$ cat config.mk
export PLATFORM = sky130hd
export DESIGN_NAME = imem_loader
export DESIGN_NICKNAME = d
export VERILOG_FILES = /design/src/rtl/imem_loader.sv
export SDC_FILE = /design/constraint.sdc
export NUM_CORES = 1
export LEC_CHECK = 0
export ABC_CLOCK_PERIOD_IN_PS = 1700
export CAP_MARGIN = 20
export CORE_MARGIN = 4
export CORE_UTILIZATION = 40
export DETAILED_ROUTE_END_ITERATION = 10
export PLACE_DENSITY = 0.87
export SYNTH_ARGS = -nofsm -noshare
export SYNTH_HDL_FRONTEND = slang
export SYNTH_SLANG_ARGS = --single-unit
$ cat constraint.sdc
create_clock -name clk -period 1.7 [get_ports clk]
set_input_delay 0.425 -clock clk [delete_from_list [all_inputs] [get_ports clk]]
set_output_delay 0.425 -clock clk [all_outputs]
set_load 0.1 [all_outputs]
$ cat src/rtl/imem_loader.sv
// imem_loader: encodes symbolic LEGv8 instructions (LDUR, STUR, CBZ, ADD,
// SUB, AND, ORR) and writes them to consecutive instruction-memory words
// starting at address 0. Input uses a valid/ready handshake. Each write
// appears one cycle after the transfer that produced it.
module imem_loader #(
  parameter int ADDR_W = 6
) (
  input  logic              clk,
  input  logic              reset,
  input  logic              start,
  input  logic              in_valid,
  output logic              in_ready,
  input  logic [2:0]        op,
  input  logic [4:0]        rd,
  input  logic [4:0]        rn,
  input  logic [4:0]        rm,
  input  logic [18:0]       imm,
  input  logic              last,
  output logic              we,
  output logic [ADDR_W-1:0] waddr,
  output logic [31:0]       wdata,
  output logic [ADDR_W:0]   count,
  output logic              busy,
  output logic              done,
  output logic              err
);

  typedef enum logic [1:0] {
    IDLE = 2'd0,
    LOAD = 2'd1,
    DONE = 2'd2
  } state_t;

  typedef enum logic [2:0] {
    OP_LDUR = 3'd0,
    OP_STUR = 3'd1,
    OP_CBZ  = 3'd2,
    OP_ADD  = 3'd3,
    OP_SUB  = 3'd4,
    OP_AND  = 3'd5,
    OP_ORR  = 3'd6,
    OP_INV  = 3'd7
  } op_t;

  // count value meaning "memory full", and the value one below it
  localparam logic [ADDR_W:0] FULL  = {1'b1, {ADDR_W{1'b0}}};
  localparam logic [ADDR_W:0] LASTW = {1'b0, {ADDR_W{1'b1}}};

  state_t            state, state_nx;
  logic [ADDR_W-1:0] ptr;
  logic [31:0]       enc;
  logic              xfer;
  logic              op_ok;

  assign busy     = (state == LOAD);
  assign done     = (state == DONE);
  assign in_ready = (state == LOAD) && (count < FULL) && !start;
  assign xfer     = in_valid && in_ready;
  assign op_ok    = (op != OP_INV);

  // Encode the presented instruction; only fields used by the op reach wdata
  always_comb begin
    enc = '0;
    case (op_t'(op))
      OP_LDUR: enc = {11'b11111000010, imm[8:0], 2'b00, rn, rd};
      OP_STUR: enc = {11'b11111000000, imm[8:0], 2'b00, rn, rd};
      OP_CBZ:  enc = {8'b10110100, imm, rd};
      OP_ADD:  enc = {11'b10001011000, rm, 6'b000000, rn, rd};
      OP_SUB:  enc = {11'b11001011000, rm, 6'b000000, rn, rd};
      OP_AND:  enc = {11'b10001010000, rm, 6'b000000, rn, rd};
      OP_ORR:  enc = {11'b10101010000, rm, 6'b000000, rn, rd};
      default: enc = '0;
    endcase
  end

  // Next-state logic: start always (re)enters LOAD; LOAD ends on last or full
  always_comb begin
    state_nx = state;
    case (state)
      IDLE: if (start) state_nx = LOAD;
      LOAD: begin
        if (start) begin
          state_nx = LOAD;
        end else if (xfer && (last || (op_ok && count == LASTW))) begin
          state_nx = DONE;
        end
      end
      DONE: if (start) state_nx = LOAD;
      default: state_nx = IDLE;
    endcase
  end

  // State register
  always_ff @(posedge clk or negedge reset) begin
    if (!reset) state <= IDLE;
    else        state <= state_nx;
  end

  // Write port, pointer, word count and sticky error flag
  always_ff @(posedge clk or negedge reset) begin
    if (!reset) begin
      ptr   <= '0;
      count <= '0;
      we    <= 1'b0;
      waddr <= '0;
      wdata <= '0;
      err   <= 1'b0;
    end else begin
      we <= 1'b0;
      if (start) begin
        ptr   <= '0;
        count <= '0;
        err   <= 1'b0;
      end else if (xfer) begin
        if (!op_ok) begin
          err <= 1'b1;
        end else begin
          we    <= 1'b1;
          waddr <= ptr;
          wdata <= enc;
          ptr   <= ptr + 1'b1;
          count <= count + 1'b1;
        end
      end
    end
  end

endmodule

## Yosys cells after proc, flatten, opt, wreduce, memory -nomap -nowiden

Index checks and enable logic that the tools add are counted.

- Register bits after elaboration: 55
- Logic and storage cells: 57
- Output and inout port bits: 50
- Bits of input ports: 42

- Bitwise operators: 1
- Mux-type cells: 17
- Order comparisons: 1
- Equality and inequality tests: 13
- Add/sub/neg operators: 2
- Reduce and logical (&&, ||, !) cells: 16

Operator list:

| cell | number |
|---|---|
| 32-bit one-hot mux with 7 select lines | 1 |
| 7-bit two-way mux | 3 |
| 6-bit two-way mux | 3 |
| 3-bit equality test (second input constant) | 3 |
| 7-bit by 1-bit adder with 7-bit output (second input constant) | 1 |
| 7-bit by 6-bit equality test with 1-bit output (second input constant) | 1 |
| 7-bit < comparator (second input constant) | 1 |
| 6-bit by 1-bit adder with 6-bit output (second input constant) | 1 |
| 3-bit by 2-bit equality test with 1-bit output (second input constant) | 2 |
| 1-bit two-way mux | 6 |
| 2-bit two-way mux | 3 |
| 2-bit AND reduction | 3 |
| 1-bit logical AND | 5 |
| 2-bit one-hot mux with 2 select lines | 1 |
| 2-bit nonzero test | 2 |
| 3-bit by 1-bit equality test with 1-bit output (second input constant) | 1 |
| 3-bit logical NOT | 1 |
| 3-bit by 2-bit inequality test with 1-bit output (second input constant) | 1 |
| 3-bit inequality test (second input constant) | 1 |
| 3-bit AND reduction | 1 |
| 2-bit by 1-bit equality test with 1-bit output (second input constant) | 1 |
| 2-bit equality test (second input constant) | 1 |
| 2-bit logical NOT | 1 |
| 2-bit by 1-bit inequality test with 1-bit output (second input constant) | 1 |
| 5 further kinds | 5 |

## Logic depth before layout (Yosys ltp)

- Word-level depth: 8
- Mapped depth: 6
- Depth with buffers taken out: 5

## Least setup slack after synthesis

Ideal clock, no wire load.

- Kind: reg2reg
- From: register count[6]
- To: register waddr[5]
- Period minus slack after synthesis: 3.121 ns
- Slack: -1.421 ns
- Data required time: 1.572 ns
- Arrival: 2.993 ns
- Library setup time: 0.128 ns
- Cell stages (with the launch flop): 5
- Path through: dfrtp_1 > nor4b_4 > nand3_4 > buf_2 > mux2_1

- Cells in the longest elaborated chain, start to end: 5

RTL lines:

| item | line | RTL |
|---|---|---|
| start: declaration | 22 | `output logic [ADDR_W:0] count,` |
| start signal: assignment | 122 | `count <= count + 1'b1;` |
| 7-bit < comparator | 57 | `assign in_ready = (state == LOAD) && (count < FULL) && !start;` |
| 1-bit logical AND (2 in a row) | 57 |  |
| net in_ready | 12 | `output logic in_ready,` |
| 1-bit logical AND | 58 | `assign xfer = in_valid && in_ready;` |
| 3-bit AND reduction (no source line) | -- |  |
| end signal: assignment | 119 | `waddr <= ptr;` |
| end: declaration | 20 | `output logic [ADDR_W-1:0] waddr,` |

The timed path passes the listed nets, and every way through them passes these cells.
A chain may end at the register's enable or synchronous reset.

## Worst setup path in the final report

- From: register count[6]
- To: output port in_ready

- Cells in the longest elaborated chain, start to end: 3

RTL lines:

| item | line |
|---|---|
| 7-bit < comparator | 57 |
| 1-bit logical AND (2 in a row) | 57 |
| end: declaration | 12 |

Every way passes these cells.

==> reports/metrics.csv <==
stage,metric,value,unit
sta,period_needed,1.88,ns
finish,drive_above_1_share,38.6,%
sta,fin_crit_sh,110,%
setup_path,cp.required,1.27,ns
sta,slew_violations,0,
worst_hold_path,min_path_type,primary input to asynchronous set/reset pin,
routing,detail-route-antenna-nets,0,
run,cap_violations,0,
setup_path,regToRegEndpoint,count[5]$_DFFE_PN0P_,
routing,drcViolationCount,0,
synthesis,synth-edff-count,0,
global_routing,grt_usage,19.2,%
finish,fin_nets,395,
finish,finish.utilization,77.3,%
global_routing,grt_max_degree,56,
placement,dp_slack,-0.448,ns
floorplanning,initial_core_util,42.2,%
setup_path,reg2reg_from,count[6]$_DFFE_PN0P_,
synthesis,syn_area_per_cell,11.0,µm²
status,outcome,finished with violations,
placement,io_buffers,91,
sta,rsz0062_at_grt,true,
finish,diodes,0,
sta,setup_viol,15,
global_routing,grt_pass1_wl,11600,µm
clock_network,clk_pin_slew_worst_paths,0.12,ns
floorplanning,pin_count,92,
floorplanning,fp.dieW,88.0,µm
pwr,power_density,1740,mW/mm²
clock_network,clk_latency,0.32,ns
sta,hold_violations,0,
synthesis,yosys.area.top_type,dfrtp_1,
finish,seqCellArea,0.00138,mm²
routing,first_pass_iters,4,
setup_path,critPathMaxFanout,2,
setup_path,cp.arrival,1.45,ns
routing,via_count,2353,
synthesis,synthFlopType,dfrtp_1,
global_routing,grt_pass1_vias,2306,
synthesis,synthCells,233,
routing,drtIter0Drc,93,
setup_path,cp-start-kind,register,
setup_path,rrSetupSlack,-0.07,ns
routing,wl_per_cell,19.3,µm
setup_path,critPathKind,register to output pin,
clock_network,cts_sinks,55,
global_routing,antenna_found_initial,0,
synthesis,synth_area_leaders,"dfrtp_1 (54%), mux2_1 (4.8%), o41ai_2 (3.8%)",
synthesis,synth_warnings,0,
global_routing,overflow,0,
finish,fill_cells,387,
setup_path,cp-end-kind,output pin,
finish,multiInputGateArea,0.00128,mm²
synthesis,syn_nets,277,
floorplanning,core,0.00606,mm²
clock_network,cts_tree,yes,
synthesis,synth_top_area_share,53.8,%
synthesis,yosys_register_bits,55,
sta,maxSlewHeadroom,78.2,%
sta,max_freq,0.533,GHz
placement,gp_congestion,0.864,
clock_network,clock-root-buffer,clkbuf_8,
synthesis,synth.distinct_cells,37,
placement,hpwlAfterDp,5460,µm
synthesis,async_flop_share,100,%
setup_path,reg2reg_depth,6,
synthesis,ys_seq_area_share,53.8,%
synthesis,syn_area,0.00256,mm²
routing,drt-total-wl,8260,µm
floorplanning,die_h,88.0,µm
clock_network,cts_hold_buf,0,
finish,area_growth_syn_to_layout,83.1,%
routing,viasPerCell,5.51,
sta,timing.final.ws_setup,-0.176,ns
pwr,vdd_ir_drop_max,1.59,mV
status,violations,negative setup slack,
floorplanning,die_area,0.00774,mm²
pwr,p_leak,2.12,nW
clock_network,cts.path.max_buffers,2,
floorplanning,core.rowCount,28,
sta,worst_pin_slew,0.324,ns
clock_network,cts_made_buffers,5,
sta,fin_skew,0.0101,ns
clock_network,htreeDepth,2,
-- worst max-delay path, stage by stage (launching register included) --
cell and delay, ns:
dfrtp_4 0.50, nor4b_4 0.27, buf_4 0.19, buf_12 0.17
-- power by group --
part	switching [mW]	leakage, nW	internal, mW	total (mW)
registers	0.420	0.708	1.65	2.07
clock network	0.485	0.0502	0.307	0.792
logic	3.28	1.36	2.02	5.30
-- Yosys cell counts, drive strengths merged, types with 7 or more instances --
library cell and count:
a22o 7, inv 7, a21oi 11, nor2 20, o21ai 13, dfrtp 55
nand3 7, mux2 11, clkbuf 10, nand2 19
-- metrics by stage --
step           hold slack, ns  instance area, µm²  total power [mW]  instances  setup TNS [ns]
2_1_floorplan           0.129                2600              4.95        233          -58.03
3_5_place_dp            0.451                4190              6.98        406          -15.91
3_3_place_gp            0.442                4190              6.90        406          -13.34
4_1_cts                 0.106                4320              7.79        417          -0.215
6_report               0.0897                4680              8.16        427          -0.417
5_1_grt                 0.103                4680              8.40        427           -2.79
-- registers in the layout (all words and copies together) (netlist names) --
register  cells
wdata        32
count         7
ptr           6
waddr         6
state         2
err           1
we            1
-- cell usage in the layout (no fill, tap or decap), types with 3 or more instances in the layout --
cell	netlist	final
mux2_4	0	11
mux2i_1	6	6
o21ai_1	0	11
nor2_1	20	20
buf_12	0	53
nand2_2	0	6
buf_6	0	5
xor2_1	6	6
a21oi_1	11	10
o41ai_2	6	4
clkbuf_16	0	4
a22o_1	7	7
dfrtp_1	55	54
clkdlybuf4s50_1	0	38
nor2b_1	6	5
buf_4	0	20
nand2b_1	3	3
nand3_1	6	5
a21boi_0	5	4
nand4_1	5	5
inv_1	7	5
o22a_1	5	5
clkbuf_8	0	5
and3_1	4	4
nand2_1	19	13
-- final cells by class --
type / instances / area share (%)
clock buffer: 5 / 1.47
clock inverter: 3 / 0.614
inverter: 7 / 0.561
multi-input combinational: 157 / 27.4
sequential: 55 / 29.5
tap: 75 / 2.00
timing repair buffer: 125 / 38.5
-- repair_timing --
action                     in CTS  in global routing
pin swaps                       1                 18
gates resized for setup         4                 59
gates cloned                    0                  6
setup endpoints to repair      12                 36
buffers inserted                3                  5
-- cells by family (layout without fill, tap and decap cells) --
group | count (synthesis) | after routing | share of synthesized area [%]
multiplexers | 17 | 17 | 7.19
AO/OA/AOI/OAI | 57 | 57 | 17.2
flip-flops | 55 | 55 | 53.8
adder cells (fa/ha/maj) | 2 | 2 | 0.978
AND/OR/NAND/NOR | 74 | 75 | 15.3
buffers and inverters | 22 | 140 | 3.42
XOR/XNOR | 6 | 6 | 2.05
-- routing by layer --
metal	vias to the layer above	wire length [µm]	GRT usage (%)
met5	-	0	0
met4	0	93	3.77
met3	11	603	6.02
met2	99	4210	34.5
met1	1177	3350	22.7
li1	1066	-	-
-- worst max-delay path by stage --
| stage | start | endpoint | slack, ns | cells after the start |
|---|---|---|---|---|
| floorplan | count[6]$_DFFE_PN0P_ | waddr[0]$_DFFE_PN0P_ | -1.15 | 4 |
| global placement | start | count[5]$_DFFE_PN0P_ | -0.35 | 6 |
| detailed placement | start | count[5]$_DFFE_PN0P_ | -0.45 | 6 |
| CTS | count[6]$_DFFE_PN0P_ | in_ready | -0.15 | 3 |
| global route | count[6]$_DFFE_PN0P_ | in_ready | -0.24 | 3 |
| finish | count[6]$_DFFE_PN0P_ | in_ready | -0.18 | 3 |
(Power assumes the default switching activity.)
